<file path="config.mk">
export PLATFORM = sky130hd
export DESIGN_NAME = gpio_debounce
export DESIGN_NICKNAME = d
export VERILOG_FILES = /design/src/rtl/coreport_pkg.sv /design/src/rtl/gpio_debounce_cell.sv /design/src/rtl/gpio_debounce.sv
export SDC_FILE = /design/constraint.sdc
export NUM_CORES = 1
export LEC_CHECK = 0
export CORE_ASPECT_RATIO = 1.1
export CORE_MARGIN = 2
export CORE_UTILIZATION = 45
export CTS_BUF_LIST = sky130_fd_sc_hd__clkbuf_2
export CTS_CLUSTER_DIAMETER = 60
export DETAILED_ROUTE_END_ITERATION = 10
export PLACE_DENSITY = 0.67
export SKIP_CTS_REPAIR_TIMING = 1
export SYNTH_ARGS = -nofsm -noshare
export SYNTH_HDL_FRONTEND = slang
export SYNTH_SLANG_ARGS = --single-unit
</file>
<file path="constraint.sdc">
create_clock -name wb_clk -period 4.3 [get_ports wb_clk]
set_clock_uncertainty 0.15 [all_clocks]
set_input_delay 0.86 -clock wb_clk [delete_from_list [all_inputs] [get_ports wb_clk]]
set_output_delay 0.86 -clock wb_clk [all_outputs]
set_load 0.01 [all_outputs]
</file>
<file path="src/rtl/coreport_pkg.sv">
// ---------------------------------------------------------------------------
// coreport_pkg
// Shared constants and types for the GPIO input-conditioning stage.
//   DEF_WIDTH / DEF_DIV_W / DEF_THRESH : default top-level parameter values
//   CNT_W                              : width of each pin's stability counter
//   pin_state_e                        : per-pin debounce state
// ---------------------------------------------------------------------------
package coreport_pkg;

    localparam int DEF_WIDTH  = 8;
    localparam int DEF_DIV_W  = 16;
    localparam int DEF_THRESH = 4;
    localparam int CNT_W      = 4;

    // STABLE means the counter is zero; PENDING means a change is being qualified
    typedef enum logic {
        PIN_STABLE  = 1'b0,
        PIN_PENDING = 1'b1
    } pin_state_e;

endpackage

</file>
<file path="src/rtl/gpio_debounce_cell.sv">
// ---------------------------------------------------------------------------
// gpio_debounce_cell
// One pin: synchroniser chain, stability counter, level register and
// single-cycle edge pulses.
// Ports:
//   wb_clk, wb_rst : clock, synchronous active-high reset
//   pin_i          : raw asynchronous pad input
//   deb_en_i       : 1 = debounce against tick_i, 0 = bypass
//   tick_i         : shared prescaler tick
//   level_o        : conditioned level (registered)
//   rise_o, fall_o : one-cycle pulses coinciding with a new level_o value
//   reject_o       : (GPIO_DEBOUNCE_GLITCH_CNT_EN only) a pending change was
//                    abandoned this cycle without toggling the level
// ---------------------------------------------------------------------------
module gpio_debounce_cell
    import coreport_pkg::*;
#(
    parameter int   SYNC_STAGES   = 2,
    parameter int   THRESH        = DEF_THRESH,
    parameter logic INITIAL_LEVEL = 1'b0
) (
    input  logic wb_clk,
    input  logic wb_rst,
    input  logic pin_i,
    input  logic deb_en_i,
    input  logic tick_i,
    output logic level_o,
    output logic rise_o,
`ifdef GPIO_DEBOUNCE_GLITCH_CNT_EN
    output logic reject_o,
`endif
    output logic fall_o
);

    localparam logic [CNT_W-1:0] LAST_CNT = CNT_W'(THRESH - 1);

    logic [SYNC_STAGES-1:0] sync_q;
    logic                   s;
    logic [CNT_W-1:0]       cnt_q, cnt_d;
    pin_state_e             state_q, state_d;
    logic                   level_q, level_d;
    logic                   rise_q, rise_d;
    logic                   fall_q, fall_d;

    assign s = sync_q[SYNC_STAGES-1];

    // Next-state: bypass copies the synchronised input; debounce only moves
    // the level after THRESH consecutive ticks of disagreement.
    always_comb begin
        cnt_d   = cnt_q;
        state_d = state_q;
        level_d = level_q;
        if (!deb_en_i) begin
            level_d = s;
            cnt_d   = '0;
            state_d = PIN_STABLE;
        end else if (s == level_q) begin
            cnt_d   = '0;
            state_d = PIN_STABLE;
        end else if (tick_i) begin
            if (cnt_q == LAST_CNT) begin
                level_d = ~level_q;
                cnt_d   = '0;
                state_d = PIN_STABLE;
            end else begin
                cnt_d   = cnt_q + CNT_W'(1);
                state_d = PIN_PENDING;
            end
        end
        rise_d = level_d & ~level_q;
        fall_d = ~level_d & level_q;
    end

    always_ff @(posedge wb_clk) begin
        if (wb_rst) begin
            sync_q  <= {SYNC_STAGES{INITIAL_LEVEL}};
            cnt_q   <= '0;
            state_q <= PIN_STABLE;
            level_q <= INITIAL_LEVEL;
            rise_q  <= 1'b0;
            fall_q  <= 1'b0;
        end else begin
            sync_q  <= {sync_q[SYNC_STAGES-2:0], pin_i};
            cnt_q   <= cnt_d;
            state_q <= state_d;
            level_q <= level_d;
            rise_q  <= rise_d;
            fall_q  <= fall_d;
        end
    end

`ifdef GPIO_DEBOUNCE_GLITCH_CNT_EN
    // Only an enabled pin falling back to agreement while PENDING is a glitch
    assign reject_o = deb_en_i && (state_q == PIN_PENDING) && (s == level_q);
`endif

    assign level_o = level_q;
    assign rise_o  = rise_q;
    assign fall_o  = fall_q;

endmodule

</file>
<file path="src/rtl/gpio_debounce.sv">
// ---------------------------------------------------------------------------
// gpio_debounce
// Input-conditioning stage between GPIO pads and the GPIO port input path.
// Holds the shared prescaler and one gpio_debounce_cell per pin.
// Ports:
//   wb_clk, wb_rst : clock, synchronous active-high reset
//   pin_i          : raw pad inputs
//   deb_en_i       : per-pin debounce enable (0 = bypass)
//   deb_div_i      : tick period minus one
//   level_o        : conditioned pin levels
//   rise_o, fall_o : per-pin single-cycle edge pulses
// Optional (macro GPIO_DEBOUNCE_GLITCH_CNT_EN):
//   glitch_clr_i   : clears the glitch counter (wins over increment)
//   glitch_cnt_o   : saturating count of cycles with at least one rejected glitch
// ---------------------------------------------------------------------------
module gpio_debounce
    import coreport_pkg::*;
#(
    parameter int               WIDTH         = DEF_WIDTH,
    parameter int               SYNC_STAGES   = 2,
    parameter int               DIV_W         = DEF_DIV_W,
    parameter int               THRESH        = DEF_THRESH,
    parameter logic [WIDTH-1:0] INITIAL_LEVEL = '0
) (
    input  logic             wb_clk,
    input  logic             wb_rst,
    input  logic [WIDTH-1:0] pin_i,
    input  logic [WIDTH-1:0] deb_en_i,
    input  logic [DIV_W-1:0] deb_div_i,
    output logic [WIDTH-1:0] level_o,
    output logic [WIDTH-1:0] rise_o,
`ifdef GPIO_DEBOUNCE_GLITCH_CNT_EN
    input  logic             glitch_clr_i,
    output logic [7:0]       glitch_cnt_o,
`endif
    output logic [WIDTH-1:0] fall_o
);

    logic [DIV_W-1:0] pre_q, pre_d;
    logic             tick;

    // The >= compare means lowering the divisor below the current count
    // still produces a tick on the very next cycle.
    always_comb begin
        tick  = (pre_q >= deb_div_i);
        pre_d = tick ? '0 : pre_q + DIV_W'(1);
    end

    always_ff @(posedge wb_clk) begin
        if (wb_rst) pre_q <= '0;
        else        pre_q <= pre_d;
    end

`ifdef GPIO_DEBOUNCE_GLITCH_CNT_EN
    logic [WIDTH-1:0] reject;
`endif

    for (genvar g = 0; g < WIDTH; g++) begin : g_cell
        gpio_debounce_cell #(
            .SYNC_STAGES  (SYNC_STAGES),
            .THRESH       (THRESH),
            .INITIAL_LEVEL(INITIAL_LEVEL[g])
        ) u_cell (
            .wb_clk  (wb_clk),
            .wb_rst  (wb_rst),
            .pin_i   (pin_i[g]),
            .deb_en_i(deb_en_i[g]),
            .tick_i  (tick),
            .level_o (level_o[g]),
            .rise_o  (rise_o[g]),
`ifdef GPIO_DEBOUNCE_GLITCH_CNT_EN
            .reject_o(reject[g]),
`endif
            .fall_o  (fall_o[g])
        );
    end

`ifdef GPIO_DEBOUNCE_GLITCH_CNT_EN
    logic [7:0] glitch_q, glitch_d;

    // Several pins rejecting in the same cycle count once; saturates at 255
    always_comb begin
        glitch_d = glitch_q;
        if (glitch_clr_i)
            glitch_d = '0;
        else if ((|reject) && (glitch_q != 8'hFF))
            glitch_d = glitch_q + 8'd1;
    end

    always_ff @(posedge wb_clk) begin
        if (wb_rst) glitch_q <= '0;
        else        glitch_q <= glitch_d;
    end

    assign glitch_cnt_o = glitch_q;
`endif

endmodule
</file>
After elaboration in Yosys (flattened, before gate mapping)
Index checks and enable logic that the tools add are counted.

Add/sub/neg operators: 9. Multiply operators: 0. Divide/modulo/power cells: 0. $lt $le $gt $ge: 1. Equal/unequal tests: 16. Shift-type cells: 0. Muxes and demuxes: 40. Bitwise operators: 40. Reductions and logical operators: 9.

Operators by type and width (count): 4-bit by 1-bit adder with 4-bit output, second input constant (8); 4-bit by 2-bit == test with 1-bit output, second input constant (8); 1-bit two-way mux (32); 4-bit two-way mux (8); 1-bit inverter (24); 3-bit OR reduction (8); 16-bit by 1-bit adder with 16-bit output, second input constant (1); 1-bit AND (16); 16-bit >= comparator (1); 1-bit == test (8); 2-bit OR reduction (1).

Bits in registers: 88. Bits in latches: 0. Bits in writable memories: 0. Bits in read-only memories: 0. Bits of input ports: 34. Output and inout bits: 24. Word-level logic and storage cells: 156. Memories kept: 0.

Depth between registers and ports, before layout
Gate-level depths: netlist of the first run.

Word-level depth: 7. Depth in mapped cells: 9.

Cells and area by module
Synthesis of the first run repeated with hierarchy kept, for this count alone.

Cell total of the unflattened synthesis: 413. Area, all modules: 4056.4 um2.

By module, submodules not included: gpio_debounce_cell (instances 8, cells each 34, area each 349.1 um2); gpio_debounce (instances 1, cells each 141, area each 1263.7 um2).

Least setup slack after synthesis of the first run
Ideal clock, no wire load.

Path kind: in2reg. Start: input deb_div_i[13]. End: register g_cell[0].u_cell.level_q. Setup time: 122 ps. Arrival time: 2500 ps. Required time: 4028 ps. Slack: 1528 ps. Stages on the path: 8. Path buffers: 1. Cells stage by stage: inv_1 > ha_1 > a21o_1 > a21o_1 > a2111oi_2 > nand2_1 > buf_2 > a311o_1.

Longest elaborated chain between the ends: 4.

Ends and longest elaborated chain: start: declaration (line gpio_debounce.sv:29) `input logic [DIV_W-1:0] deb_div_i,`; 16-bit >= comparator (line gpio_debounce.sv:45) `tick = (pre_q >= deb_div_i);`; 1-bit two-way mux (line gpio_debounce_cell.sv:60) `end else if (tick_i) begin`; 1-bit two-way mux (line gpio_debounce_cell.sv:57) `end else if (s == level_q) begin`; 1-bit two-way mux (line gpio_debounce_cell.sv:53) `if (!deb_en_i) begin`; end signal: assignment (line gpio_debounce_cell.sv:86) `level_q <= level_d;`; end: declaration (line gpio_debounce_cell.sv:41) `logic level_q, level_d;`.

Every way passes these cells. A chain may end at the register's enable or synchronous reset.

Worst setup path in the final report of the first run
Start: input deb_div_i[15]. End: register g_cell[1].u_cell.rise_q.

Longest elaborated chain between the ends: 5.

Ends and longest elaborated chain: 16-bit >= comparator (line gpio_debounce.sv:45); 1-bit two-way mux (line gpio_debounce_cell.sv:60); 1-bit two-way mux (line gpio_debounce_cell.sv:57); 1-bit two-way mux (line gpio_debounce_cell.sv:53); 1-bit AND (line gpio_debounce_cell.sv:70) `rise_d = level_d & ~level_q;`; end signal: assignment (line gpio_debounce_cell.sv:87) `rise_q <= rise_d;`; end: declaration (line gpio_debounce_cell.sv:42) `logic rise_q, rise_d;`.

Every way passes these cells.

==> results of run 1 <==
layout make-up:
| cell class | instances | area [um2] |
|---|---|---|
| fill | 941 | 4692 |
| clock inverter | 7 | 72.57 |
| multi-input combinational | 350 | 2451 |
| clock buffer | 9 | 45.04 |
| inverter | 33 | 123.9 |
| sequential | 88 | 1762 |
| tap | 120 | 150.1 |
| timing repair buffer | 67 | 640.6 |
where the power goes:
part,switching [mW],internal (mW)
clock,0.289,0.132
combinational,0.0531,0.0650
sequential,0.0132,0.833
cell usage in the layout (no fill, tap or decap), types with 9 or more instances in the layout:
| cell | n |
|---|---|
| buf_4 | 10 |
| nand2_1 | 20 |
| dfxtp_1 | 88 |
| nand2b_1 | 9 |
| nand3_1 | 38 |
| a21oi_1 | 31 |
| xor2_1 | 16 |
| o21ai_0 | 26 |
| nor2_1 | 29 |
| nor3_1 | 18 |
| nor2b_1 | 16 |
| inv_1 | 33 |
| clkbuf_2 | 9 |
| clkdlybuf4s50_1 | 56 |
| nand3b_1 | 22 |
| ha_1 | 25 |
| mux2i_1 | 10 |
cells in the mapped netlist (3+ instances only):
master	count	share of area, %
xnor2_1	6	1.1
inv_1	33	2.7
o21ai_0	26	2.8
o21ai_1	8	0.87
nand3b_1	22	3.6
o221ai_1	6	1.1
nand2b_1	9	1.2
nand4_1	3	0.41
ha_1	25	6.8
buf_4	27	4.4
a2111oi_2	9	2.9
buf_2	6	0.65
nor2b_1	16	2.2
nand3_1	38	4.1
a2111oi_0	5	0.95
nor3b_1	5	0.81
a32o_1	6	1.3
mux2i_1	10	2.2
clkbuf_1	15	1.2
nand2_1	20	1.6
or2_2	6	0.81
and3b_1	6	1.1
dfxtp_1	88	38
a21oi_1	31	3.4
and3_1	3	0.41
xor2_1	16	3.0
o21a_1	6	0.97
nor3_1	18	1.9
nor2_1	29	2.4
a2111o_1	8	1.9
metal layers:
metal  GRT usage, %  share of wire, %  vias up
met3          3.531               3.4        8
met5              0                 0        -
li1               -                 -     1894
met1          19.88                47     1771
met4          5.284               1.1        0
met2          29.95                48       56
state kept, by name (all words and copies together), names as in the netlist:
signal and count:
g_cell.u_cell.cnt_q 32, g_cell.u_cell.rise_o 8, g_cell.u_cell.level_o 8, g_cell.u_cell.sync_q 16
pre_q 16, g_cell.u_cell.fall_o 8
cell families after synthesis:
group / synth area share (%)
mux: 2.165
simple gates: 21.37
xor+xnor: 4.167
compound gates: 18.26
flops: 38.10
buf+inv: 9.172
fa+ha+maj: 6.764
path summary, 6_finish.rpt:
check / cells after the start / start / endpoint
worst min register to register: 1 / g_cell[6].u_cell.sync_q[0]$_SDFF_PP0_ / g_cell[6].u_cell.sync_q[1]$_SDFF_PP0_
worst max-delay path: 8 / deb_div_i[15] / g_cell[1].u_cell.rise_o$_SDFF_PP0_
worst min-delay path: 1 / g_cell[6].u_cell.sync_q[0]$_SDFF_PP0_ / g_cell[6].u_cell.sync_q[1]$_SDFF_PP0_
worst max register to register: 6 / pre_q[9]$_SDFF_PP0_ / g_cell[1].u_cell.rise_o$_SDFF_PP0_
critical path, cell delays in order:
cell and delay [ns]:
clkdlybuf4s50_1 0.46, inv_1 0.04, ha_1 0.36, nand4_2 0.16, a211oi_2 0.23, a32o_2 0.63, o21ai_0 0.21, a2111oi_0 0.44
per-stage QoR:
| stage | setup WS (ns) | instance area [um2] | cells | total power [mW] |
|---|---|---|---|---|
| 6_report | 1.166 | 5245 | 674 | 1.385 |
| 5_1_grt | 0.9444 | 5245 | 674 | 1.446 |
| 4_1_cts | 1.170 | 5245 | 674 | 1.400 |
| 3_5_place_dp | 0.5796 | 5127 | 658 | 0.9805 |
| 3_3_place_gp | 0.6939 | 5127 | 658 | 0.9772 |
| 2_1_floorplan | 1.528 | 4624 | 520 | 0.9261 |
==> results.toml, run 1 <==
[sta]
fin_hold_ws_ns = 0.3141
drv_slew = 0
setup_viol = 0
tns_ns = 0
fmax_mhz = 319.0
relSlewSlack_pct = 45.13
worstMarginPinSlew_ns = 0.8231
hold_viol_final = 0
fin_crit_ns = 3.134
rsz0062_at_grt = "no"
period_share_pct = 72.89

[cts]
cts_tree = "done"
htreeDepth = 3
cts_buffers = 9
cts_buffer_depth = 2
root_buffer = "clkbuf_2"
clk_pin_slew_ns = 0.26
clock-sinks = 88
clk_latency_ns = 0.54

[placed_design]
gp_congestion = 0.7867
hpwlAfterDp_um = 6374
io_buffers = 57

[detailed_routing]
drc_errors = 0
routed_wl_um = 9141
dr.pass1.iters = 6
drt_iter0_drc = 121
vias = 3729
ant_nets = 0
drt-wirelength-per-cell_um = 13.56
via_per_inst = 5.533

[yosys]
yosys_register_bits = 88
syn_inst = 520
synth.avg_cell_area_um2 = 8.893
syn_area_um2 = 4624
synth-edff-count = 0
yosysWarnings = 0
yosysSeqAreaShare_pct = 38.10
synth_nets = 579
synthDistinctLibCells = 41
async_flop_share_pct = 0
synth_ff_type = "dfxtp_1"

[worst_setup_path]
end_kind = "flop"
rrSetupSlack_ns = 1.61
cp-start-kind = "input port"
critical_path_class = "input port to flop"
cp.required_ns = 4.57
worstPathMaxFanout = 29
critical_path_arrival_ns = 3.40

[floorplan]
rows = 38
ios = 58
die_w_um = 100.7
die_h_um = 110.3
dieArea_um2 = 11100
design.core.area_um2 = 9937
start_util_pct = 46.54

[grt]
grt_max_degree = 49
antenna_found_initial = 0
grt_overflow = 0
grt_pass1_vias = 3505
grt_usage_pct = 16.69
grt_pass1_wl_um = 15080

[final_layout]
area_growth_pct = 13.42
nNetsFinal = 608
drive_above_1_share_pct = 8.303
utilization_pct = 52.78
antenna_cells = 0

[power]
vdd_drop_max_mv = 0.1575
p_per_area_nw_per_um2 = 264.0
leakage_nw = 1.903

[job]
cap_violations = 0

[worst_hold_path]
hold_class = "flop to flop"

[status]
status = "complete, no violations"
No activity file was read; power rests on OpenSTA's default activity.
==> inputs of run 2 (changes only) <==
Clock period 4.3 ns to 3.1 ns, I/O delays scaled along.
==> results.toml, run 2 (synthesis gave the netlist of run 1 again) <==
[worst_hold_path]
hp-start = "g_cell[7].u_cell.sync_q[0]$_SDFF_PP0_"
hold_class = "flop to flop"

[final_layout]
regMostFlops = "g_cell.u_cell.cnt_q"
utilization_pct = 53.39
layout_common_cells = "dfxtp_1 (88), clkdlybuf4s50_1 (56), nand3_1 (38)"
top_regs = "g_cell.u_cell.cnt_q: 32 flops, g_cell.u_cell.sync_q: 16 flops, pre_q: 16 flops"
area_growth_pct = 14.72
drive_above_1_share_pct = 9.947
final_area_um2 = 5305
layout_commonest_cell = "dfxtp_1"
nNetsFinal = 618
antenna_cells = 0
largest_reg_flops = 32

[detailed_routing]
via_per_inst = 5.514
drc_errors = 0
drt-wirelength-per-cell_um = 13.66
vias = 3766
routed_wl_um = 9329
ant_nets = 0
dr.pass1.iters = 4
drt_iter0_drc = 102

[sta]
relSlewSlack_pct = 45.87
drv_slew = 0
period_share_pct = 86.47
fmax_mhz = 373.1
setup_viol = 0
worstMarginPinSlew_ns = 0.8120
fin_crit_ns = 2.681
hold_viol_final = 0
fin_ws_ns = 0.4195
rsz0062_at_grt = "no"

[worst_setup_path]
cp-start-kind = "input port"
reg2reg_from = "pre_q[13]$_SDFF_PP0_"
cp.required_ns = 3.44
critical_path_arrival_ns = 3.02
end_kind = "flop"
worstPathMaxFanout = 16
startpoint = "deb_div_i[13]"
critical_path_class = "input port to flop"

[power]
vdd_drop_max_mv = 0.2324
leakage_nw = 1.960
p_per_area_nw_per_um2 = 341.5

[placed_design]
pre_cts_ws_ns = -0.1439
post_dp_cell_area_um2 = 5228
io_buffers = 57
hpwlAfterDp_um = 6853
gp_congestion = 0.7713

[cts]
cts_buffers = 9
htreeDepth = 3
cts_buffer_depth = 2
clk_latency_ns = 0.55
clock-sinks = 88
root_buffer = "clkbuf_2"
clk_pin_slew_ns = 0.22
cts_tree = "done"

[floorplan]
start_util_pct = 46.54
ios = 58
dieArea_um2 = 11100
design.core.area_um2 = 9937
die_w_um = 100.7
rows = 38
die_h_um = 110.3

[grt]
grt_pass1_wl_um = 15860
antenna_found_initial = 0
grt_pass1_vias = 3623
grt_usage_pct = 17.78
grt_max_degree = 50
grt_overflow = 0

[status]
status = "complete, no violations"

[job]
cap_violations = 0
==> run 2: changes by cell type in the layout (fill, tap and decap cells not counted), sizes merged <==
cell and delta:
buf +10, clkinvlp -3, clkbuf +2, bufinv -1, clkinv +1
==> run 2: per-stage QoR <==
stage / setup TNS, ns / hold slack, ns / cells / power [mW]
2_1_floorplan: 0 / 0.2638 / 520 / 1.285
3_3_place_gp: -0.4928 / 0.2658 / 668 / 1.355
3_5_place_dp: -1.462 / 0.2704 / 668 / 1.360
4_1_cts: 0 / 0.3090 / 683 / 1.837
5_1_grt: 0 / 0.3184 / 683 / 1.905
6_report: 0 / 0.3028 / 683 / 1.812
==> run 2: path summary, 6_finish.rpt <==
check	cells past startpoint	endpoint	slack, ns
setup / recovery	10	g_cell[0].u_cell.cnt_q[2]$_SDFFE_PP0N_	0.42
hold / removal	1	g_cell[7].u_cell.sync_q[1]$_SDFF_PP0_	0.30
setup reg to reg	8	g_cell[0].u_cell.cnt_q[2]$_SDFFE_PP0N_	0.60
hold reg to reg	1	g_cell[7].u_cell.sync_q[1]$_SDFF_PP0_	0.30
==> run 2: cell type report <==
| type | count | area (um2) |
|---|---|---|
| repair buffers | 77 | 740.7 |
| multi-input cells | 350 | 2451 |
| clock inverters | 4 | 22.52 |
| fillers | 933 | 4632 |
| clock buffers | 11 | 55.05 |
| flip-flops and latches | 88 | 1762 |
| well taps | 120 | 150.1 |
| inverters | 33 | 123.9 |
==> run 2: per-layer routing <==
layer  up-vias  global-route usage, %  share of wire, %
met4         0                  8.317               2.4
met5         -                      0                 0
met1      1772                  21.25                46
met2        64                  31.29                49
li1       1912                      -                 -
met3        18                  2.711               3.1
==> run 2: report_power, final <==
part	internal (mW)	switching, mW
clock	0.104	0.371
combinational	0.0908	0.0739
sequential	1.15	0.0180
total	1.35	0.463
==> run 2: critical path: stages <==
cell             delay (ns)
clkdlybuf4s50_1        0.46
inv_1                  0.05
ha_1                   0.31
a21o_1                 0.17
a21o_1                 0.21
a2111o_1               0.47
buf_4                  0.21
buf_4                  0.15
o21ai_1                0.16
mux2i_1                0.20
